<file path="config.mk">
export PLATFORM = sky130hd
export DESIGN_NAME = gray_to_binary_tracker_flat
export DESIGN_NICKNAME = d
export VERILOG_FILES = /design/src/rtl/gray_to_binary_tracker_if.sv /design/src/rtl/gray_to_binary_tracker.sv /design/src/flat_wrapper.sv
export SDC_FILE = /design/constraint.sdc
export NUM_CORES = 1
export LEC_CHECK = 0
export ABC_AREA = 1
export BUFFER_PORTS_ARGS = -buffer_cell sky130_fd_sc_hd__clkbuf_2
export CAP_MARGIN = 20
export CORE_MARGIN = 4
export CORE_UTILIZATION = 47
export DETAILED_ROUTE_END_ITERATION = 8
export HOLD_SLACK_MARGIN = 0.03
export PLACE_DENSITY_LB_ADDON = 0.2
export SLEW_MARGIN = 20
export SYNTH_ARGS = -nofsm -noshare
export SYNTH_HDL_FRONTEND = slang
export SYNTH_SLANG_ARGS = --single-unit
</file>
<file path="constraint.sdc">
create_clock -name clk -period 2.2 [get_ports clk]
set_input_delay 0.11 -clock clk [delete_from_list [all_inputs] [get_ports clk]]
set_output_delay 0.11 -clock clk [all_outputs]
set_load 0.005 [all_outputs]
</file>
<file path="src/rtl/gray_to_binary_tracker_if.sv">
// Bundles the sample-in and the decoded/flag-out signals of the Gray tracker.
// The master side feeds samples; the slave side is the tracker itself.
interface gray_to_binary_tracker_if #(
    parameter int unsigned W     = 4,
    parameter int unsigned ERR_W = 8
);
    logic             in_valid;
    logic [W-1:0]     g;
    logic             clr_err;
    logic             out_valid;
    logic [W-1:0]     b;
    logic             step_ok;
    logic             step_dir;
    logic             wrap;
    logic             repeat_hit;
    logic             step_err;
    logic [ERR_W-1:0] err_count;

    modport master (
        output in_valid, g, clr_err,
        input  out_valid, b, step_ok, step_dir, wrap, repeat_hit, step_err, err_count
    );

    modport slave (
        input  in_valid, g, clr_err,
        output out_valid, b, step_ok, step_dir, wrap, repeat_hit, step_err, err_count
    );
endinterface

</file>
<file path="src/rtl/gray_to_binary_tracker.sv">
// Decodes a stream of Gray-coded samples to binary, classifies each step
// against the previous sample (repeat, +/-1, illegal) and keeps a saturating
// count of illegal steps. All outputs are registered; latency is one clock.
module gray_to_binary_tracker #(
    parameter int unsigned W     = 4,
    parameter int unsigned ERR_W = 8
) (
    input  logic                     clk,
    input  logic                     rst,
    gray_to_binary_tracker_if.slave  bus
);

    typedef enum logic [0:0] {StUnprimed, StTrack} state_e;

    state_e           state_q;
    logic [W-1:0]     prev_q;
    logic [W-1:0]     bin;
    logic [W-1:0]     d;
    logic             is_repeat;
    logic             is_up;
    logic             is_down;
    logic             step_illegal;

    logic             out_valid_q;
    logic [W-1:0]     b_q;
    logic             step_ok_q;
    logic             step_dir_q;
    logic             wrap_q;
    logic             repeat_hit_q;
    logic             step_err_q;
    logic [ERR_W-1:0] err_count_q;

    // Gray decode: each binary bit is the XOR of all Gray bits at or above it.
    always_comb begin
        bin = '0;
        for (int i = 0; i < int'(W); i++) begin
            bin[i] = ^(bus.g >> i);
        end
    end

    // Step classification against the last accepted sample (mod 2^W distance).
    always_comb begin
        d            = bin - prev_q;
        is_repeat    = (d == '0);
        // Up is tested first so that with W=1 a distance of 1 counts as up.
        is_up        = (d == W'(1));
        is_down      = !is_up && (d == '1);
        step_illegal = bus.in_valid && (state_q == StTrack) &&
                       !is_repeat && !is_up && !is_down;
    end

    // Tracker state machine with registered outputs and error counter.
    always_ff @(posedge clk) begin
        if (rst) begin
            state_q      <= StUnprimed;
            prev_q       <= '0;
            out_valid_q  <= 1'b0;
            b_q          <= '0;
            step_ok_q    <= 1'b0;
            step_dir_q   <= 1'b0;
            wrap_q       <= 1'b0;
            repeat_hit_q <= 1'b0;
            step_err_q   <= 1'b0;
            err_count_q  <= '0;
        end else begin
            out_valid_q  <= bus.in_valid;
            step_ok_q    <= 1'b0;
            wrap_q       <= 1'b0;
            repeat_hit_q <= 1'b0;
            step_err_q   <= 1'b0;

            if (bus.in_valid) begin
                b_q     <= bin;
                prev_q  <= bin;
                state_q <= StTrack;
                if (state_q == StTrack) begin
                    if (is_repeat) begin
                        repeat_hit_q <= 1'b1;
                    end else if (is_up) begin
                        step_ok_q  <= 1'b1;
                        step_dir_q <= 1'b1;
                        wrap_q     <= (prev_q == '1);
                    end else if (is_down) begin
                        step_ok_q  <= 1'b1;
                        step_dir_q <= 1'b0;
                        wrap_q     <= (prev_q == '0);
                    end else begin
                        step_err_q <= 1'b1;
                    end
                end
            end

            // A clear in the same cycle as an illegal step leaves a count of one.
            if (bus.clr_err) begin
                err_count_q <= step_illegal ? ERR_W'(1) : '0;
            end else if (step_illegal && (err_count_q != '1)) begin
                err_count_q <= err_count_q + ERR_W'(1);
            end
        end
    end

    assign bus.out_valid  = out_valid_q;
    assign bus.b          = b_q;
    assign bus.step_ok    = step_ok_q;
    assign bus.step_dir   = step_dir_q;
    assign bus.wrap       = wrap_q;
    assign bus.repeat_hit = repeat_hit_q;
    assign bus.step_err   = step_err_q;
    assign bus.err_count  = err_count_q;

endmodule

</file>
<file path="src/flat_wrapper.sv">
// flat-port wrapper written by rule: the top's interface ports become plain ports
module gray_to_binary_tracker_flat 
#(
    parameter int unsigned W     = 4,
    parameter int unsigned ERR_W = 8
)
  (clk, rst, bus_in_valid, bus_g, bus_clr_err, bus_out_valid, bus_b, bus_step_ok, bus_step_dir, bus_wrap, bus_repeat_hit, bus_step_err, bus_err_count);
  gray_to_binary_tracker_if #(.W(W), .ERR_W(ERR_W)) bus_i ();
  input  logic clk;
  input  logic rst;
  input wire logic [$bits(bus_i.in_valid)-1:0] bus_in_valid;
  input wire logic [$bits(bus_i.g)-1:0] bus_g;
  input wire logic [$bits(bus_i.clr_err)-1:0] bus_clr_err;
  output wire logic [$bits(bus_i.out_valid)-1:0] bus_out_valid;
  output wire logic [$bits(bus_i.b)-1:0] bus_b;
  output wire logic [$bits(bus_i.step_ok)-1:0] bus_step_ok;
  output wire logic [$bits(bus_i.step_dir)-1:0] bus_step_dir;
  output wire logic [$bits(bus_i.wrap)-1:0] bus_wrap;
  output wire logic [$bits(bus_i.repeat_hit)-1:0] bus_repeat_hit;
  output wire logic [$bits(bus_i.step_err)-1:0] bus_step_err;
  output wire logic [$bits(bus_i.err_count)-1:0] bus_err_count;
  assign bus_i.in_valid = bus_in_valid;
  assign bus_i.g = bus_g;
  assign bus_i.clr_err = bus_clr_err;
  assign bus_out_valid = bus_i.out_valid;
  assign bus_b = bus_i.b;
  assign bus_step_ok = bus_i.step_ok;
  assign bus_step_dir = bus_i.step_dir;
  assign bus_wrap = bus_i.wrap;
  assign bus_repeat_hit = bus_i.repeat_hit;
  assign bus_step_err = bus_i.step_err;
  assign bus_err_count = bus_i.err_count;
  gray_to_binary_tracker #(.W(W), .ERR_W(ERR_W)) u_core (.clk(clk), .rst(rst), .bus(bus_i));
endmodule
</file>
[Word level (Yosys, flattened, before mapping)]
Cells that the tools add are included.
Widths: inputs -> output; s select.
Word-level totals
  logic and storage cells: 50
  flip-flop bits (word level): 19
  input bits: 8
  output and inout bits: 18
Cells by class
  add/sub/neg operators: 2
  equality and inequality tests: 4
  muxes and demuxes: 11
  reductions and logical operators: 21
  bitwise logic cells: 3
Operators with widths (count)
  $mux 8: 2
  $reduce_xor 4->1: 4
  $mux 1: 9
  $add 8x1->8 const B: 1
  $eq 4x4->1 const B: 2
  $logic_not 4->1: 2
  $ne 8x8->1 const B: 1
  $logic_and 1x1->1: 6
  $reduce_or 5->1: 1
  $eq 4x1->1 const B: 1
  $reduce_and 4->1: 1
  $reduce_bool 2->1: 2
  $reduce_or 4->1: 1
  $sub 4x4->4: 1
  $logic_not 1->1: 3
  $not 1->1: 3
  $reduce_or 3->1: 1

[Longest topological paths before layout]
Gate-level depths: netlist of run 1.
  word-level depth: 10
  gate-level depth with buffers: 17
  gate-level depth less buffers: 17

[Worst setup path before layout of run 1]
No wires, ideal clock.
  kind: input to register
  from: input bus_g[3]
  to: register u_core.err_count_q[6] (netlist: u_core.bus.err_count[6])
  stages: 15
  library setup time: 0.113 ns
  arrival: 2.289 ns
  required time: 2.087 ns
  path buffers: 0
  slack: -0.202 ns
  path through: xor2_1 xor2_2 xor2_1 inv_1 ha_1 inv_1 fa_1 nand2_1 nor2_1 nand3_1 nand2_4 nor2_8 nand3_1 o21ai_1 nor2_1
Between the ends
  longest elaborated chain between the ends: 9
  elaborated cells between the ends (all ways): 17
  those cells by class: 1 x add/sub; 2 x eq/ne; 14 x reduce/logical
RTL lines
  start: declaration: RTL line flat_wrapper.sv:12  | input wire logic [$bits(bus_i.g)-1:0] bus_g;
  $reduce_xor 4->1 *: RTL line gray_to_binary_tracker.sv:37  | bin[i] = ^(bus.g >> i);
  named net u_core.bin[1]: RTL line gray_to_binary_tracker.sv:17  | logic [W-1:0] bin;
  $sub 4x4->4 *: RTL line gray_to_binary_tracker.sv:43  | d = bin - prev_q;
  $eq 4x1->1 / $logic_not 4->1 (equally long branches): RTL line gray_to_binary_tracker.sv:46, gray_to_binary_tracker.sv:44
  $logic_not 1->1 (on tied branches): RTL line gray_to_binary_tracker.sv:47, gray_to_binary_tracker.sv:49
  $logic_and 1x1->1 (on tied branches): RTL line gray_to_binary_tracker.sv:47, gray_to_binary_tracker.sv:48
  $logic_not 1->1 / $logic_and 1x1->1 (equally long branches): RTL line gray_to_binary_tracker.sv:49  | !is_repeat && !is_up && !is_down;
  $logic_and 1x1->1 *: RTL line gray_to_binary_tracker.sv:49
  $logic_and 1x1->1 *: RTL line gray_to_binary_tracker.sv:96  | end else if (step_illegal && (err_count_q != '1)) begin
  $reduce_bool 2->1 (no line) *
  end signal: assignment: RTL line gray_to_binary_tracker.sv:95  | err_count_q <= step_illegal ? ERR_W'(1) : '0;
  end signal: assignment: RTL line gray_to_binary_tracker.sv:97  | err_count_q <= err_count_q + ERR_W'(1);
  end: declaration: RTL line gray_to_binary_tracker.sv:31  | logic [ERR_W-1:0] err_count_q;
Mark *: on every way through the listed nets, which the timed path passes. The rest lies on a longest branch.
A chain may end at the register's enable or synchronous reset.

[Worst setup path in the final report of run 1]
  from: input bus_g[3]
  to: register u_core.err_count_q[0] (netlist: u_core.bus.err_count[0])
Between the ends
  longest elaborated chain between the ends: 9
  elaborated cells between the ends (all ways): 19
  those cells by class: 1 x add/sub; 2 x eq/ne; 2 x mux; 14 x reduce/logical
RTL lines (RTL line)
  $reduce_xor 4->1 *: gray_to_binary_tracker.sv:37
  named net u_core.bin[1]: gray_to_binary_tracker.sv:17
  $sub 4x4->4 *: gray_to_binary_tracker.sv:43
  $eq 4x1->1 / $logic_not 4->1 (equally long branches): gray_to_binary_tracker.sv:46, gray_to_binary_tracker.sv:44
  $logic_not 1->1 (on tied branches): gray_to_binary_tracker.sv:47, gray_to_binary_tracker.sv:49
  $logic_and 1x1->1 (on tied branches): gray_to_binary_tracker.sv:47, gray_to_binary_tracker.sv:48
  $logic_not 1->1 / $logic_and 1x1->1 (equally long branches): gray_to_binary_tracker.sv:49
  $logic_and 1x1->1 *: gray_to_binary_tracker.sv:49
  $mux 1 / $logic_and 1x1->1 (equally long branches): gray_to_binary_tracker.sv:95, gray_to_binary_tracker.sv:96
  $mux 8 / $reduce_bool 2->1 (equally long branches)
Marked as above.

==> results of run 1 <==
layout make-up:
type | count | area (um2)
inverters | 23 | 86.33
well taps | 28 | 35.03
flip-flops and latches | 19 | 380.4
repair buffers | 34 | 203.9
clock inverters | 1 | 5.005
multi-input cells | 99 | 689.4
clock buffers | 3 | 22.52
fillers | 191 | 768.2
synthesized netlist by cell type, types with 2 or more instances:
cell	number	share of area
dfxtp_1	19	0.35
a21oi_1	8	0.037
o21ai_0	3	0.014
nand2_1	19	0.066
nand3_2	3	0.028
nor2_1	20	0.069
xor2_1	3	0.024
inv_1	23	0.080
nand4_1	4	0.023
nand2_4	3	0.031
ha_1	4	0.046
nand3_1	9	0.042
nand2_2	2	0.012
nor3_1	3	0.014
o21ai_1	4	0.019
metrics by stage:
stage | hold WS (ns) | cells | worst slack [ns] | utilization
6_report | 0.1176 | 207 | 0.09467 | 0.6493
5_1_grt | 0.1454 | 207 | -0.008842 | 0.6493
4_1_cts | 0.1230 | 204 | 0.05197 | 0.6202
3_5_place_dp | 0.3648 | 199 | -0.2938 | 0.6031
3_3_place_gp | 0.3564 | 199 | -0.2193 | 0.6031
2_1_floorplan | 0.2090 | 141 | -0.08708 | -
worst max-delay path, stage by stage:
cell and delay [ns]:
buf_4 0.13, xor2_4 0.16, xor2_2 0.18, xor2_1 0.19, inv_1 0.07, ha_2 0.17
inv_2 0.07, fa_2 0.47, nor2_2 0.19, nand3_4 0.11, nand2_4 0.13, nor2_8 0.07
nand2_4 0.09, nand2_2 0.06, nand2_2 0.07, a21oi_2 0.05
worst paths after layout:
path                                     endpoint  slack, ns                          start
max          u_core.bus.err_count[0]$_SDFFE_PP0P_       0.09                       bus_g[3]
max reg2reg  u_core.bus.err_count[0]$_SDFFE_PP0P_       0.13  u_core.prev_q[0]$_SDFFE_PP0P_
min          u_core.bus.err_count[0]$_SDFFE_PP0P_       0.12                            rst
min reg2reg           u_core.state_q$_SDFFE_PP0P_       0.51    u_core.state_q$_SDFFE_PP0P_
cell families after synthesis:
logic type / after synthesis
xor+xnor: 5
compound gates: 20
buf+inv: 24
fa+ha+maj: 5
simple gates: 68
flops: 19
timing repair:
action | CTS | global route
hold buffers | 1 | 0
setup endpoints to repair | 0 | 9
endpoints found under the hold margin | 1 | 0
setup buffers | 0 | 2
gates resized for setup | 0 | 14
metal layers:
| layer | routed length [um] | vias to the layer above | share of wire | GRT usage |
|---|---|---|---|---|
| met3 | 108 | 3 | 0.045 | 0.02088 |
| li1 | - | 538 | - | - |
| met1 | 1114 | 468 | 0.47 | 0.2173 |
| met5 | 0 | - | 0 | 0 |
| met2 | 1137 | 28 | 0.47 | 0.2454 |
| met4 | 35 | 0 | 0.015 | 0.07119 |
report_power, final:
group          switching, mW  internal (mW)
clock                  0.126         0.0681
sequential            0.0109          0.358
combinational          0.178          0.133
==> metrics.md, run 1 <==
| Metric | Value |
|---|---|
| Status | finished clean |
| Fin nets | around 190 |
| Clock Skew | about 0.01 ns |
| ANT cells | 0 |
| Drt via density | 5.010 |
| Die width | between 50 and 60 um |
| # rows | 17 |
| CP startpoint kind | primary input |
| Final setup fails | 0 |
| DRT iter0 DRCs | 24 |
| Hold Path Class | primary input to flip-flop |
| RD Place Congestion | roughly 0.76 |
| MaxCap Viol Count | 0 |
| Slew Limit Fails | 0 |
| Ys async rst share | 0 |
| H-tree levels | 1 |
| IO Count | 26 |
| Post-DP HPWL | between 1.5 and 2 mm |
| Synth Area in Adders | 0.06481 |
| XOR/XNOR share of the synthesized area | 0.05440 |
| Max reg flops | 8 |
| Peak supply drop | between 0.3 and 0.4 mV |
| # port buffers | 25 |
| P per Cell Area | 613.8 nW/um2 |
| Reg2reg path depth | 12 |
| Distinct cells, synth | 29 |
| Worst-Skew Late Latency | roughly 0.32 ns |
| Die area | approximately 3100 um2 |
| Drt wl/cell | roughly 12 um |
| Largest net degree at the start of global routing | 14 |
| Clock sinks | 19 |
| GRT Util Overall | 0.1583 |
| Final Cycle Share | 0.9570 |
| Synth warn | 0 |
| Synth Register Bits | 19 |
| Post-synthesis mux area share | 0 |
| Post-synth EDFFs | 0 |
| Most frequent cells in the layout | 23 x clkbuf_2, 22 x inv_1, 19 x dfxtp_1 |
| Pleak | approximately 0.67 nW |
| Antenna-violating nets left | 0 |
| Synthesized area per cell | between 7 and 8 um2 |
| Fmax | 475.0 MHz |
| Clock Path Buffers | 2 |
| Remaining DRCs | 0 |
| Crit end category | flip-flop |
| Total detailed-routing wirelength | approximately 2.4 mm |
| Post-route cell area | roughly 1400 um2 |
| Vias in the first global route | 927 |
| Layout cells sized above 1 | 0.3687 |
| Starting Density | 0.4934 |
| Cells after Synth | ~140 |
| Global-route wire length before repair | between 4 and 5 mm |
| Pre-antenna DRT Iters | 4 |
| CTS tree | done |
| Compound-Gate Fraction of Synth Area | 0.1053 |
| Total clock buffers created by CTS | 3 |
| Final hold viol count | 0 |
| Post-Syn Area | approximately 1100 um2 |
| Net Count, Synth | roughly 150 |
| Commonest non-fill, non-tap cell in the layout | clkbuf_2 |
| CP Data Required Time | approximately 2.4 ns |
| Critical path peak fanout | 5 |
| Die H | 55.96 um |
| Core Box Area | 2191 um2 |
| Slew margin rel. | 0.7790 |
| GRT overflow | 0 |
| Worst-path clk slew | between 0.1 and 0.15 ns |
| Synth-to-layout area growth | 31.60% |
| Clock root cell | clkbuf_4 |
| Worst EP arrival | between 2 and 2.5 ns |
| Antenna violations before repair | 0 |
| Via count | 1037 |
| Dominant combinational cell family by area after synthesis | simple AND/OR/NAND/NOR gates |
| Synth Area in Simple Gates | 0.3403 |
| Synth Flop Type | dfxtp_1 |
| WHS Path Cells | 2 |
| Setup TNS | 0 ns |
| Total power | 0.8731 mW |
| Min Tclk post-route | between 2 and 2.5 ns |
| Sequential share of the synthesized area | 0.3519 |
| Crit Path Category | primary input to flip-flop |
| DP Area | around 1300 um2 |
| Worst Tran Pin Value | ~0.33 ns |
Power figures use the tool's default switching activity.
==> inputs of run 2 (changes only) <==
Settings changed: CAP_MARGIN 20 to 10, CORE_UTILIZATION 47 to 35.
==> run 2 against run 1 <==
Against the previous run: register-to-register slack better by 0.02 ns; sequential power about the same; cell count up 0.97%; non-clock buffer count down 1; critical endpoint unchanged; largest cell class unchanged; largest power group unchanged.
==> metrics.md, run 2 (same netlist as run 1, synthesis figures left out) <==
| Metric | Value |
|---|---|
| Status | finished clean |
| Die area | around 4000 um2 |
| Crit-path max cell delay | ~0.36 ns |
| Clock Skew | ~0.0024 ns |
| Worst Setup Slack, final | 0.1130 ns |
| Met3 Usage GRT | 0.05151 |
| Commonest non-fill, non-tap cell in the layout | clkbuf_2 |
| Synth-to-layout area growth | 32.75% |
| Worst EP arrival | 2.33 ns |
| Final Cycle Share | 0.9486 |
| CP startpoint kind | primary input |
| Global routing met2 resource utilization | 0.1851 |
| Hold Path Class | primary input to flip-flop |
| Total clock buffers created by CTS | 3 |
| Final non-filler cell total | 209 |
| Remaining DRCs | 0 |
| Global-route wire length before repair | a little under 4 mm |
| RD Place Congestion | between 0.7 and 0.8 |
| Antenna violations before repair | 0 |
| Placed insts | 202 |
| Fin nets | about 190 |
| Drt wl/cell | between 10 and 15 um |
| Most Used Layer, Global Route | met2 |
| GRT overflow | 0 |
| RSZ-0062 raised after global routing | yes |
| Total detailed-routing wirelength | about 2.3 mm |
| Critical path peak fanout | 5 |
| CTS tree | done |
| CP max stage cell | fa_2 |
| Core Box Area | about 2900 um2 |
| Clock root cell | clkbuf_4 |
| # port buffers | 25 |
| Total power | 0.8596 mW |
| Fmax | approximately 480 MHz |
| Register area | between 300 and 400 um2 |
| Worst Tran Pin Value | approximately 0.38 ns |
| Crit Path Category | primary input to flip-flop |
| Min Tclk post-route | 2.087 ns |
| Pre-antenna DRT Iters | 4 |
| Largest net degree at the start of global routing | 14 |
| Clock Path Buffers | 2 |
| Layout cells sized above 1 | 0.3708 |
| Final setup fails | 0 |
| Starting Density | 0.3789 |
| Slew Limit Fails | 0 |
| Die H | about 64 um |
| Area of the multi-input gates | approximately 700 um2 |
| Die width | between 60 and 70 um |
| Routing usage on met1 | 0.1567 |
| P per Cell Area | approximately 600 nW/um2 |
| # rows | 19 |
| Max reg flops | 8 |
| Drt via density | 4.890 |
| Post-place setup slack | -0.2728 ns |
| Most frequent cells in the layout | 23 x clkbuf_2, 22 x inv_1, 19 x dfxtp_1 |
| Final hold viol count | 0 |
| Crit end category | flip-flop |
| Slew margin rel. | 0.7442 |
| DRT iter0 DRCs | between 40 and 50 |
| ANT cells | 0 |
| Worst path cell trace | buf_8, xor2_4, xor2_2, xor2_1, inv_1, ha_2, inv_2, fa_2, xnor2_2, buf_4, nand3_4, nand2_4, nor2_8, nand2_4, nand2_2, nand2_1, a21oi_1 |
| Final hold slack | between 0.04 and 0.05 ns |
| Clock sinks | 19 |
| FILL cells | between 200 and 300 |
| Post-DP HPWL | 1.858 mm |
| Crit path top cell by count | nand2_4 |
| Final core utilization | 0.5031 |
| Antenna-violating nets left | 0 |
| IO Count | 26 |
| MaxCap Viol Count | 0 |
| CP Data Required Time | 2.44 ns |
| H-tree levels | 1 |
| Via count | about 1000 |
| Worst-path clk slew | between 0.1 and 0.15 ns |
| GRT Util Overall | 0.1194 |
| Peak supply drop | ~0.35 mV |
| Pleak | between 0.6 and 0.7 nW |
| Vias in the first global route | 910 |
| Worst-Skew Late Latency | about 0.30 ns |
==> run 2: cell count changes in the layout (fill, tap and decap cells not counted), sizes merged <==
cell and delta:
clkbuf +1, clkinv -1, dlygate4sd3 -1
==> run 2: area by class of cell <==
cell class                 count  share of cell area
timing repair buffer          33              0.1404
inverter                      23             0.06016
multi-input combinational     99              0.4891
sequential                    19              0.2650
clock buffer                   4             0.01831
tap                           31             0.02703
==> run 2: what timing repair did <==
action                     CTS  global route
buffers inserted             0             2
setup endpoints to repair    0             9
gates resized for setup      0            17
hold buffers                 0             0
==> run 2: report_power, final <==
group,internal (mW),switching (mW)
Clock,0.0708,0.109
Sequential,0.358,0.0112
Combinational,0.135,0.176
Total,0.564,0.296
==> run 2: per-stage QoR <==
step,instance area (um2),TNS [ns]
after floorplan,1120,-0.3763
after global placement,1325,-1.782
after detailed placement,1325,-2.407
after CTS,1351,0
after global routing,1435,-0.2956
final,1435,0
==> run 2: layer usage <==
| metal | routed length [um] | up-vias | share of wire |
|---|---|---|---|
| met2 | 1056 | 23 | 0.45 |
| li1 | - | 533 | - |
| met4 | 10 | 0 | 0.0043 |
| met1 | 1131 | 463 | 0.48 |
| met3 | 147 | 3 | 0.063 |
| met5 | 0 | - | 0 |
==> run 2: worst max-delay path, delay by kind of cell <==
| kind | cells | cell delay [ns] |
|---|---|---|
| AO/OA/AOI/OAI | 1 | 0.13 |
| XOR/XNOR | 4 | 0.65 |
| AND/OR/NAND/NOR | 6 | 0.55 |
| buffers and inverters | 4 | 0.36 |
| adder cells (fa/ha/maj) | 2 | 0.52 |
==> run 2: final timing paths <==
path                            startpoint                                    to  slack [ns]  depth (start not counted)
min                           bus_in_valid         u_core.prev_q[3]$_SDFFE_PP0P_        0.04                          2
max                               bus_g[2]  u_core.bus.err_count[0]$_SDFFE_PP0P_        0.11                         17
min reg2reg    u_core.state_q$_SDFFE_PP0P_           u_core.state_q$_SDFFE_PP0P_        0.49                          2
max reg2reg  u_core.prev_q[0]$_SDFFE_PP0P_  u_core.bus.err_count[0]$_SDFFE_PP0P_        0.15                         12
